--- src/rtl/rn_axi_noc_bridge.sv ---
// Request-node bridge: one AXI4 master onto the NoC request/response flit ports.
// AW/AR are forwarded with a target decoded from the address. A write-track FIFO
// holds {tgt, len} per accepted AW so W flits get their target and head/tail marks.
// Outstanding writes and reads are bounded by counters; B and R are unpacked to AXI.
// Optional: define RN_WLAST_CHECK_EN to flag s_w_last disagreeing with the computed tail.
module rn_axi_noc_bridge #(
    parameter int unsigned ID_W     = 11,
    parameter int unsigned ADDR_W   = 32,
    parameter int unsigned DATA_W   = 64,
    parameter int unsigned TGT_W    = 2,
    parameter int unsigned TGT_LSB  = 30,
    parameter int unsigned WQ_DEPTH = 4,
    parameter int unsigned MAX_WR   = 8,
    parameter int unsigned MAX_RD   = 8
) (
    input  logic                         clk,
    input  logic                         rst_n,
    // AXI AW
    input  logic                         s_aw_valid,
    output logic                         s_aw_ready,
    input  logic [ID_W-1:0]              s_aw_id,
    input  logic [ADDR_W-1:0]            s_aw_addr,
    input  logic [7:0]                   s_aw_len,
    // AXI W
    input  logic                         s_w_valid,
    output logic                         s_w_ready,
    input  logic [DATA_W-1:0]            s_w_data,
    input  logic [DATA_W/8-1:0]          s_w_strb,
    input  logic                         s_w_last,
    // AXI B
    output logic                         s_b_valid,
    input  logic                         s_b_ready,
    output logic [ID_W-1:0]              s_b_id,
    output logic [1:0]                   s_b_resp,
    // AXI AR
    input  logic                         s_ar_valid,
    output logic                         s_ar_ready,
    input  logic [ID_W-1:0]              s_ar_id,
    input  logic [ADDR_W-1:0]            s_ar_addr,
    input  logic [7:0]                   s_ar_len,
    // AXI R
    output logic                         s_r_valid,
    input  logic                         s_r_ready,
    output logic [ID_W-1:0]              s_r_id,
    output logic [DATA_W-1:0]            s_r_data,
    output logic [1:0]                   s_r_resp,
    output logic                         s_r_last,
    // NoC AW
    output logic                         aw_valid,
    input  logic                         aw_ready,
    output logic [ID_W+ADDR_W+8-1:0]     aw_payload,
    output logic [TGT_W-1:0]             aw_tgtid,
    // NoC W
    output logic                         w_valid,
    input  logic                         w_ready,
    output logic                         w_head,
    output logic                         w_tail,
    output logic [DATA_W+DATA_W/8-1:0]   w_payload,
    output logic [TGT_W-1:0]             w_tgtid,
    // NoC B
    input  logic                         b_valid,
    output logic                         b_ready,
    input  logic [ID_W+2-1:0]            b_payload,
    // NoC AR
    output logic                         ar_valid,
    input  logic                         ar_ready,
    output logic [ID_W+ADDR_W+8-1:0]     ar_payload,
    output logic [TGT_W-1:0]             ar_tgtid,
    // NoC R
    input  logic                         r_valid,
    output logic                         r_ready,
    input  logic                         r_head,
    input  logic                         r_tail,
    input  logic [ID_W+DATA_W+2-1:0]     r_payload,
    // Sticky error flags
    output logic                         err_wlast,
    output logic                         err_bunexp
);

    localparam int unsigned PtrW    = $clog2(WQ_DEPTH);
    localparam int unsigned WrCntW  = $clog2(MAX_WR + 1);
    localparam int unsigned RdCntW  = $clog2(MAX_RD + 1);
    localparam logic [WrCntW-1:0] WrLimit = WrCntW'(MAX_WR);
    localparam logic [RdCntW-1:0] RdLimit = RdCntW'(MAX_RD);
    localparam logic [PtrW:0]     PtrOne  = (PtrW + 1)'(1);

    // Write-track FIFO: one {tgt, len} entry per accepted AW burst.
    logic [TGT_W-1:0] wq_tgt_q [WQ_DEPTH];
    logic [7:0]       wq_len_q [WQ_DEPTH];
    logic [PtrW:0]    wq_wptr_q, wq_wptr_d;
    logic [PtrW:0]    wq_rptr_q, wq_rptr_d;
    logic             wq_empty, wq_full;
    logic [TGT_W-1:0] head_tgt;
    logic [7:0]       head_len;

    logic [7:0]        bcnt_q, bcnt_d;
    logic [WrCntW-1:0] wr_cnt_q, wr_cnt_d;
    logic [RdCntW-1:0] rd_cnt_q, rd_cnt_d;
    logic              err_bunexp_q, err_bunexp_d;

    logic aw_en, ar_en;
    logic aw_hs, w_hs, b_hs, ar_hs, r_tail_hs;

    // R head marks carry no information on the AXI side.
    logic unused_r_head;
    assign unused_r_head = r_head;

    assign wq_empty = (wq_wptr_q == wq_rptr_q);
    assign wq_full  = (wq_wptr_q[PtrW] != wq_rptr_q[PtrW]) &&
                      (wq_wptr_q[PtrW-1:0] == wq_rptr_q[PtrW-1:0]);
    assign head_tgt = wq_tgt_q[wq_rptr_q[PtrW-1:0]];
    assign head_len = wq_len_q[wq_rptr_q[PtrW-1:0]];

    // Request-side flow control and handshake gating; everything drops during reset.
    always_comb begin
        aw_en      = !wq_full && (wr_cnt_q < WrLimit);
        ar_en      = (rd_cnt_q < RdLimit);

        aw_valid   = rst_n & s_aw_valid & aw_en;
        s_aw_ready = rst_n & aw_ready & aw_en;
        aw_payload = {s_aw_id, s_aw_addr, s_aw_len};
        aw_tgtid   = s_aw_addr[TGT_LSB +: TGT_W];

        // W waits for its burst to be visible at the FIFO head (write latency 1).
        w_valid    = rst_n & s_w_valid & !wq_empty;
        s_w_ready  = rst_n & w_ready & !wq_empty;
        w_head     = (bcnt_q == 8'd0);
        w_tail     = (bcnt_q == head_len);
        w_payload  = {s_w_data, s_w_strb};
        w_tgtid    = head_tgt;

        s_b_valid  = rst_n & b_valid;
        b_ready    = rst_n & s_b_ready;
        s_b_id     = b_payload[ID_W+1:2];
        s_b_resp   = b_payload[1:0];

        ar_valid   = rst_n & s_ar_valid & ar_en;
        s_ar_ready = rst_n & ar_ready & ar_en;
        ar_payload = {s_ar_id, s_ar_addr, s_ar_len};
        ar_tgtid   = s_ar_addr[TGT_LSB +: TGT_W];

        s_r_valid  = rst_n & r_valid;
        r_ready    = rst_n & s_r_ready;
        s_r_id     = r_payload[ID_W+DATA_W+1:DATA_W+2];
        s_r_data   = r_payload[DATA_W+1:2];
        s_r_resp   = r_payload[1:0];
        s_r_last   = r_tail;

        aw_hs      = aw_valid & aw_ready;
        w_hs       = w_valid & w_ready;
        b_hs       = b_valid & b_ready;
        ar_hs      = ar_valid & ar_ready;
        r_tail_hs  = r_valid & r_ready & r_tail;
    end

    // Next state for FIFO pointers, burst beat counter and outstanding counters.
    always_comb begin
        wq_wptr_d    = aw_hs ? wq_wptr_q + PtrOne : wq_wptr_q;
        wq_rptr_d    = (w_hs && w_tail) ? wq_rptr_q + PtrOne : wq_rptr_q;

        bcnt_d = bcnt_q;
        if (w_hs) begin
            bcnt_d = w_tail ? 8'd0 : bcnt_q + 8'd1;
        end

        // A B with nothing outstanding is flagged; the count never goes below 0.
        err_bunexp_d = err_bunexp_q;
        if (b_hs && (wr_cnt_q == '0)) begin
            err_bunexp_d = 1'b1;
        end
        wr_cnt_d = wr_cnt_q;
        if (aw_hs && !b_hs) begin
            wr_cnt_d = wr_cnt_q + WrCntW'(1);
        end else if (b_hs && !aw_hs && (wr_cnt_q != '0)) begin
            wr_cnt_d = wr_cnt_q - WrCntW'(1);
        end

        rd_cnt_d = rd_cnt_q;
        if (ar_hs && !r_tail_hs) begin
            rd_cnt_d = rd_cnt_q + RdCntW'(1);
        end else if (r_tail_hs && !ar_hs && (rd_cnt_q != '0)) begin
            rd_cnt_d = rd_cnt_q - RdCntW'(1);
        end
    end

    // Control state with synchronous reset; reset discards all burst tracking.
    always_ff @(posedge clk) begin
        if (!rst_n) begin
            wq_wptr_q    <= '0;
            wq_rptr_q    <= '0;
            bcnt_q       <= 8'd0;
            wr_cnt_q     <= '0;
            rd_cnt_q     <= '0;
            err_bunexp_q <= 1'b0;
        end else begin
            wq_wptr_q    <= wq_wptr_d;
            wq_rptr_q    <= wq_rptr_d;
            bcnt_q       <= bcnt_d;
            wr_cnt_q     <= wr_cnt_d;
            rd_cnt_q     <= rd_cnt_d;
            err_bunexp_q <= err_bunexp_d;
        end
    end

    // FIFO storage needs no reset; only pointer-covered entries are ever read.
    always_ff @(posedge clk) begin
        if (aw_hs) begin
            wq_tgt_q[wq_wptr_q[PtrW-1:0]] <= aw_tgtid;
            wq_len_q[wq_wptr_q[PtrW-1:0]] <= s_aw_len;
        end
    end

    assign err_bunexp = err_bunexp_q;

`ifdef RN_WLAST_CHECK_EN
    logic err_wlast_q;

    // Sticky flag when the master's last bit disagrees with the burst length.
    always_ff @(posedge clk) begin
        if (!rst_n) begin
            err_wlast_q <= 1'b0;
        end else if (w_hs && (s_w_last != w_tail)) begin
            err_wlast_q <= 1'b1;
        end
    end

    assign err_wlast = err_wlast_q;
`else
    logic unused_w_last;
    assign unused_w_last = s_w_last;
    assign err_wlast     = 1'b0;
`endif

endmodule

--- config.mk ---
export PLATFORM = sky130hd
export DESIGN_NAME = rn_axi_noc_bridge
export DESIGN_NICKNAME = d
export VERILOG_FILES = /design/src/rtl/rn_axi_noc_bridge.sv
export SDC_FILE = /design/constraint.sdc
export NUM_CORES = 1
export LEC_CHECK = 0
export ABC_AREA = 1
export BUFFER_PORTS_ARGS = -buffer_cell sky130_fd_sc_hd__buf_4
export CAP_MARGIN = 20
export CORE_AREA = 5 5 217 219
export CTS_BUF_LIST = sky130_fd_sc_hd__clkbuf_8
export CTS_CLUSTER_DIAMETER = 40
export CTS_CLUSTER_SIZE = 24
export DETAILED_ROUTE_END_ITERATION = 12
export DIE_AREA = 0 0 222 224
export GPL_ROUTABILITY_DRIVEN = 1
export HOLD_SLACK_MARGIN = 0.05
export PLACE_DENSITY = 0.42
export SLEW_MARGIN = 20
export SYNTH_ARGS = -nofsm -noshare
export SYNTH_HDL_FRONTEND = slang
export SYNTH_SLANG_ARGS = --single-unit
--- constraint.sdc ---
create_clock -name clk -period 2.6 [get_ports clk]
set_input_delay 0.39 -clock clk [delete_from_list [all_inputs] [get_ports clk]]
set_output_delay 0.39 -clock clk [all_outputs]
set_load 0.01 [all_outputs]
# Yosys cells after proc, flatten, opt, wreduce, memory -nomap -nowiden
# Memory sizes are Yosys's and may differ from the RTL's. A register that Yosys moved wholly into a read port is not among the register bits.
# Index checks and enable logic that the tools add are counted.
# Widths: inputs -> output; s select.
[totals]
register_bits = 23
latchBits = 0
ram_bits = 40
romBits = 0
inputBits = 279
out_inout_bits = 285
elab_cells = 76
memories = 2
[mem_list]
columns = ["name", "words", "width", "rd", "rd_clocked_by_memory_dff", "wr", "line", "text"]
rows = [
  ["wq_len_q", 4, 8, 1, 1, 1, "89", "logic [7:0] wq_len_q [WQ_DEPTH];"],
  ["wq_tgt_q", 4, 2, 1, 1, 1, "88", "logic [TGT_W-1:0] wq_tgt_q [WQ_DEPTH];"],
]
[op_classes]
addsub = 7
multipliers = 0
div = 0
n_lt_le_gt_ge = 2
n_eq_ne = 4
n_shift = 0
mux = 11
bitwise = 22
n_reduce_logical = 22
[ops]
columns = ["cell", "count"]
rows = [
  ["$and 1x1->1", 22],
  ["$mux 4", 4],
  ["$logic_and 1x1->1", 10],
  ["$add 4x1->4 const B", 2],
  ["$add 8x1->8 const B", 1],
  ["$eq 8x8->1", 1],
  ["$logic_not 8->1", 1],
  ["$lt 4x4->1 const B", 2],
  ["$mux 2", 4],
  ["$mux 8", 1],
  ["$reduce_bool 4->1", 2],
  ["$sub 4x1->4 const B", 2],
  ["$add 3x1->3 const B", 2],
  ["$logic_not 1->1", 6],
  ["$logic_not 4->1", 1],
  ["$reduce_bool 2->1", 2],
  ["$eq 3x3->1", 1],
  ["$eq 2x2->1", 1],
  ["$mux 1", 2],
  ["$ne 1x1->1", 1],
]

# Longest topological paths before layout
[logic_depth]
word_depth = 11
depth_mapped = 16
depth_no_buf = 16

# Least setup slack after synthesis
# Ideal clock, no wire load.
[synth_timing]
path_type = "register -> register"
startpoint = "register wq_wptr_q[1]"
endpoint = "register wr_cnt_q[3]"
setup_time_ns = 0.115
arrival_ns = 2.122
required_time_ns = 2.485
slack_ns = 0.363
stages_incl_launch_ff = 17
n_path_buf = 0
synth_period_minus_slack_ns = 2.237
path_cell_list = "dfxtp_1 inv_2 nand2_1 nand2_1 nand3_1 nand2_1 nor2_2 nand3_1 ha_1 nand2_1 nand2_1 a31oi_1 inv_1 o21ai_0 nand3_1 nand2_1 nor2_1"
[synth_between]
elab_chain_cells = 10
elab_cells_between_ends = 12
cone_classes = "eq/ne: 1; mux: 1; bitwise: 2; reduce/logical: 8"
[synth_lines]
columns = ["item", "line", "text"]
rows = [
  ["start: declaration", "90", "logic [PtrW:0] wq_wptr_q, wq_wptr_d;"],
  ["start signal: assignment", "196", "wq_wptr_q <= wq_wptr_d;"],
  ["$eq 2x2->1 *", "110", "(wq_wptr_q[PtrW-1:0] == wq_rptr_q[PtrW-1:0]);"],
  ["$logic_and 1x1->1 *", "109", "assign wq_full = (wq_wptr_q[PtrW] != wq_rptr_q[PtrW]) &&"],
  ["$logic_not 1->1 *", "116", "aw_en = !wq_full && (wr_cnt_q < WrLimit);"],
  ["$logic_and 1x1->1 *", "116", ""],
  ["$and 1x1->1 *", "119", "aw_valid = rst_n & s_aw_valid & aw_en;"],
  ["$and 1x1->1 *", "149", "aw_hs = aw_valid & aw_ready;"],
  ["$logic_not 1->1", "174", "end else if (b_hs && !aw_hs && (wr_cnt_q != '0)) begin"],
  ["$logic_and 1x1->1 (2 in series)", "174", ""],
  ["$reduce_bool 2->1 (no line)", "n/a", ""],
  ["end signal: assignment", "199", "wr_cnt_q <= wr_cnt_d;"],
  ["end: declaration", "97", "logic [WrCntW-1:0] wr_cnt_q, wr_cnt_d;"],
]
# Every way passes the cells marked *; elsewhere a longest branch is shown, timed or not.
# A chain may end at the register's enable or synchronous reset.

==> flow_summary.yaml <==
drt:
  drtAntennaViolNets: 0
  vias: 2924
  wl_per_cell_um: 26.0
  routed_wl_um: 26500
  drcViolationCount: 0
  dr.pass1.iters: 4
  via_per_inst: 2.87
  drt-initial-drc-count: 96
place:
  hpwlAfterDp_um: 23600
  place_inst: 1003
  place.gp.congestion: 0.718
  io_buffers: 50
layout:
  n_fill_cell: 5296
  mostFrequentLayoutCell: "nand2_1"
  mostFrequentLayoutCells: "99 x nand2_1, 57 x buf_4, 40 x edfxtp_1, 33 x inv_1, 32 x nor2_1"
  final_nets: 706
  drive_gt1_share_pct: 21.5
  multi_input_area_mm2: 0.00127
  seqCellArea_mm2: 0.00170
  layout.cells.non_filler: 1019
  syn_to_final_growth_pct: -13.5
  antenna_cells: 0
clocking:
  clk_pin_slew_ns: 0.07
  worstSkewPairLatency_ns: 0.36
  htreeDepth: 3
  ctsHoldBuffers: 0
  clock-sinks: 65
  root_buffer: "clkbuf_8"
  clockBufferDepth: 2
  cts_tree: "done"
  cts_made_buffers: 9
  post_cts.repair.setup_buffers: 0
sta:
  final.setup.tns_ns: 0
  drv_slew: 0
  fin_crit_sh_pct: 92.5
  fin_crit_ns: 2.40
  finalHoldViolCount: 0
  skew_ns: 0.00994
  grt_setup_unrepaired: "no"
  fmax_mhz: 416
  relSlewSlack_pct: 66.6
  final-setup-viol-count: 0
  tightest_slew_ns: 0.496
global_route:
  grt_pass1_wl_um: 32300
  grt_pass1_vias: 2955
  antenna_found_initial: 0
  overflow: 0
  met2_usage_pct: 15.8
  grt_max_degree: 21
  grt_use_met1_pct: 7.00
  grt_util_all_layers_pct: 10.1
  busiest_layer: "met2"
  grt_use_met3_pct: 13.5
critical_path:
  start_kind: "register"
  path_max_fanout: 20
  r2r-start: "wq_wptr_q[1]"
  crit_path_end_kind: "output pin"
  cp.arrival_ns: 2.01
  critical_path_required_ns: 2.21
  crit_type: "reg -> out"
synthesis:
  synth_fp_nets: 914
  synth_seq_cells: 65
  syn_area_mm2: 0.00518
  synthCells: 622
  yosysWarnings: 0
  syn_avg_cell_area_um2: 8.33
  ys_seq_area_share_pct: 32.8
  yosysUniqueCellTypes: 36
die:
  core_area_mm2: 0.0449
  die_y_um: 224
  fp-row-count: 78
  die-area_mm2: 0.0497
  die_w_um: 222
  ios: 564
  start_util_pct: 11.5
power_and_ir_drop:
  p_leak_nw: 1.68
  peakVddDrop_mv: 0.201
  pwr_density_cell_mw_per_mm2: 473
worst_hold_path:
  min_from: "s_aw_len[1]"
  hold_path.class: "in -> reg"
flow_run:
  max-cap-violations: 0
status:
  status: "finished clean"
-- worst paths after layout --
check,slack (ns),to,cells after the start
max,0.20,w_tail,9
min,0.25,wq_len_q[1][1],1
max reg2reg,0.28,wr_cnt_q[3],16
min reg2reg,0.48,wq_wptr_q[2],1
-- per-layer routing --
| layer | wire [um] | share of wire, % |
|---|---|---|
| met1 | 6390 | 24 |
| met3 | 7310 | 28 |
| met2 | 12100 | 45 |
| met5 | 0 | 0 |
| met4 | 766 | 2.9 |
-- flip-flops by register name, summed over array words and instances, names as in the netlist, named ones only --
signal      count
wq_len_q       32
wq_tgt_q        8
bcnt_q          8
rd_cnt_q        4
err_bunexp      1
wq_rptr_q       3
wr_cnt_q        4
wq_wptr_q       3
-- cells by family (layout without fill, tap and decap cells) --
group / Yosys count / count (layout) / share of synthesized area, %
buffers and inverters: 316 / 113 / 42.9
DFF: 65 / 65 / 32.8
AOI/OAI and AO/OA: 37 / 37 / 3.84
adders and majority gates: 13 / 13 / 3.43
other: 1 / 1 / 0.0723
xor gates and xnor gates: 7 / 7 / 1.18
and+or+nand+nor: 183 / 183 / 15.7
-- worst max-delay path, stage by stage, from the launching register on --
cell and delay [ns]:
dfxtp_1 0.41, buf_8 0.20, nand2_1 0.07, nand3_1 0.13
nand3_1 0.08, nand2_1 0.07, nand2_1 0.11, nor4_2 0.30
buf_4 0.16, buf_4 0.11
-- where the power goes --
group | switching (mW) | internal (mW)
combinational | 0.121 | 0.0970
clock | 0.429 | 0.343
sequential | 0.0177 | 1.11
total | 0.568 | 1.55
-- what timing repair did --
action                                  in CTS  in global routing
endpoints found under the setup margin       1                  2
pin swaps                                    0                  0
resized for setup                            1                  7
-- through the flow --
step / utilization (%) / area [um2] / power, mW / hold slack (ns) / setup slack [ns]
4_1_cts: 9.94 / 4460 / 2.16 / 0.230 / 0.111
6_report: 9.99 / 4480 / 2.12 / 0.246 / 0.196
2_1_floorplan: - / 5180 / 1.69 / 0.443 / 0.363
3_5_place_dp: 9.56 / 4290 / 1.38 / 0.469 / 0.150
5_1_grt: 9.99 / 4480 / 2.24 / 0.235 / 0.0196
3_3_place_gp: 9.56 / 4290 / 1.38 / 0.460 / 0.163
-- synthesized netlist by cell type --
cell | number | area [um2]
a211oi_1 | 2 | 15.0
a21oi_1 | 13 | 65.1
a31oi_1 | 2 | 12.5
buf_2 | 2 | 10.0
buf_4 | 272 | 2040
buf_6 | 2 | 22.5
clkbuf_1 | 1 | 3.75
clkinv_1 | 1 | 3.75
conb_1 | 1 | 3.75
dfxtp_1 | 25 | 500
edfxtp_1 | 40 | 1200
fa_1 | 2 | 40.0
ha_1 | 11 | 138
inv_1 | 33 | 124
inv_2 | 5 | 18.8
nand2_1 | 99 | 372
nand2_2 | 1 | 6.26
nand2_4 | 1 | 11.3
nand3_1 | 32 | 160
nand3_2 | 1 | 10.0
nand3_4 | 1 | 17.5
nand3b_1 | 1 | 7.51
nand4_1 | 5 | 31.3
nand4_2 | 1 | 12.5
nor2_1 | 32 | 120
nor2_2 | 1 | 6.26
nor2_4 | 2 | 22.5
nor3_1 | 2 | 10.0
nor3_2 | 1 | 10.0
nor4_1 | 3 | 18.8
o21ai_0 | 16 | 80.1
o21ai_1 | 1 | 5.00
o22ai_1 | 2 | 12.5
o311ai_0 | 1 | 8.76
xnor2_1 | 3 | 26.3
xor2_1 | 4 | 35.0
-- area by class of cell --
| type | instances | share of cell area (%) |
|---|---|---|
| sequential | 65 | 37.9 |
| multi-input combinational | 241 | 28.3 |
| tap | 600 | 16.7 |
| timing repair buffer | 58 | 9.88 |
| inverter | 39 | 3.35 |
| clock buffer | 9 | 2.76 |
| clock inverter | 7 | 1.03 |
Note: power is estimated with default switching activity, not from simulation.
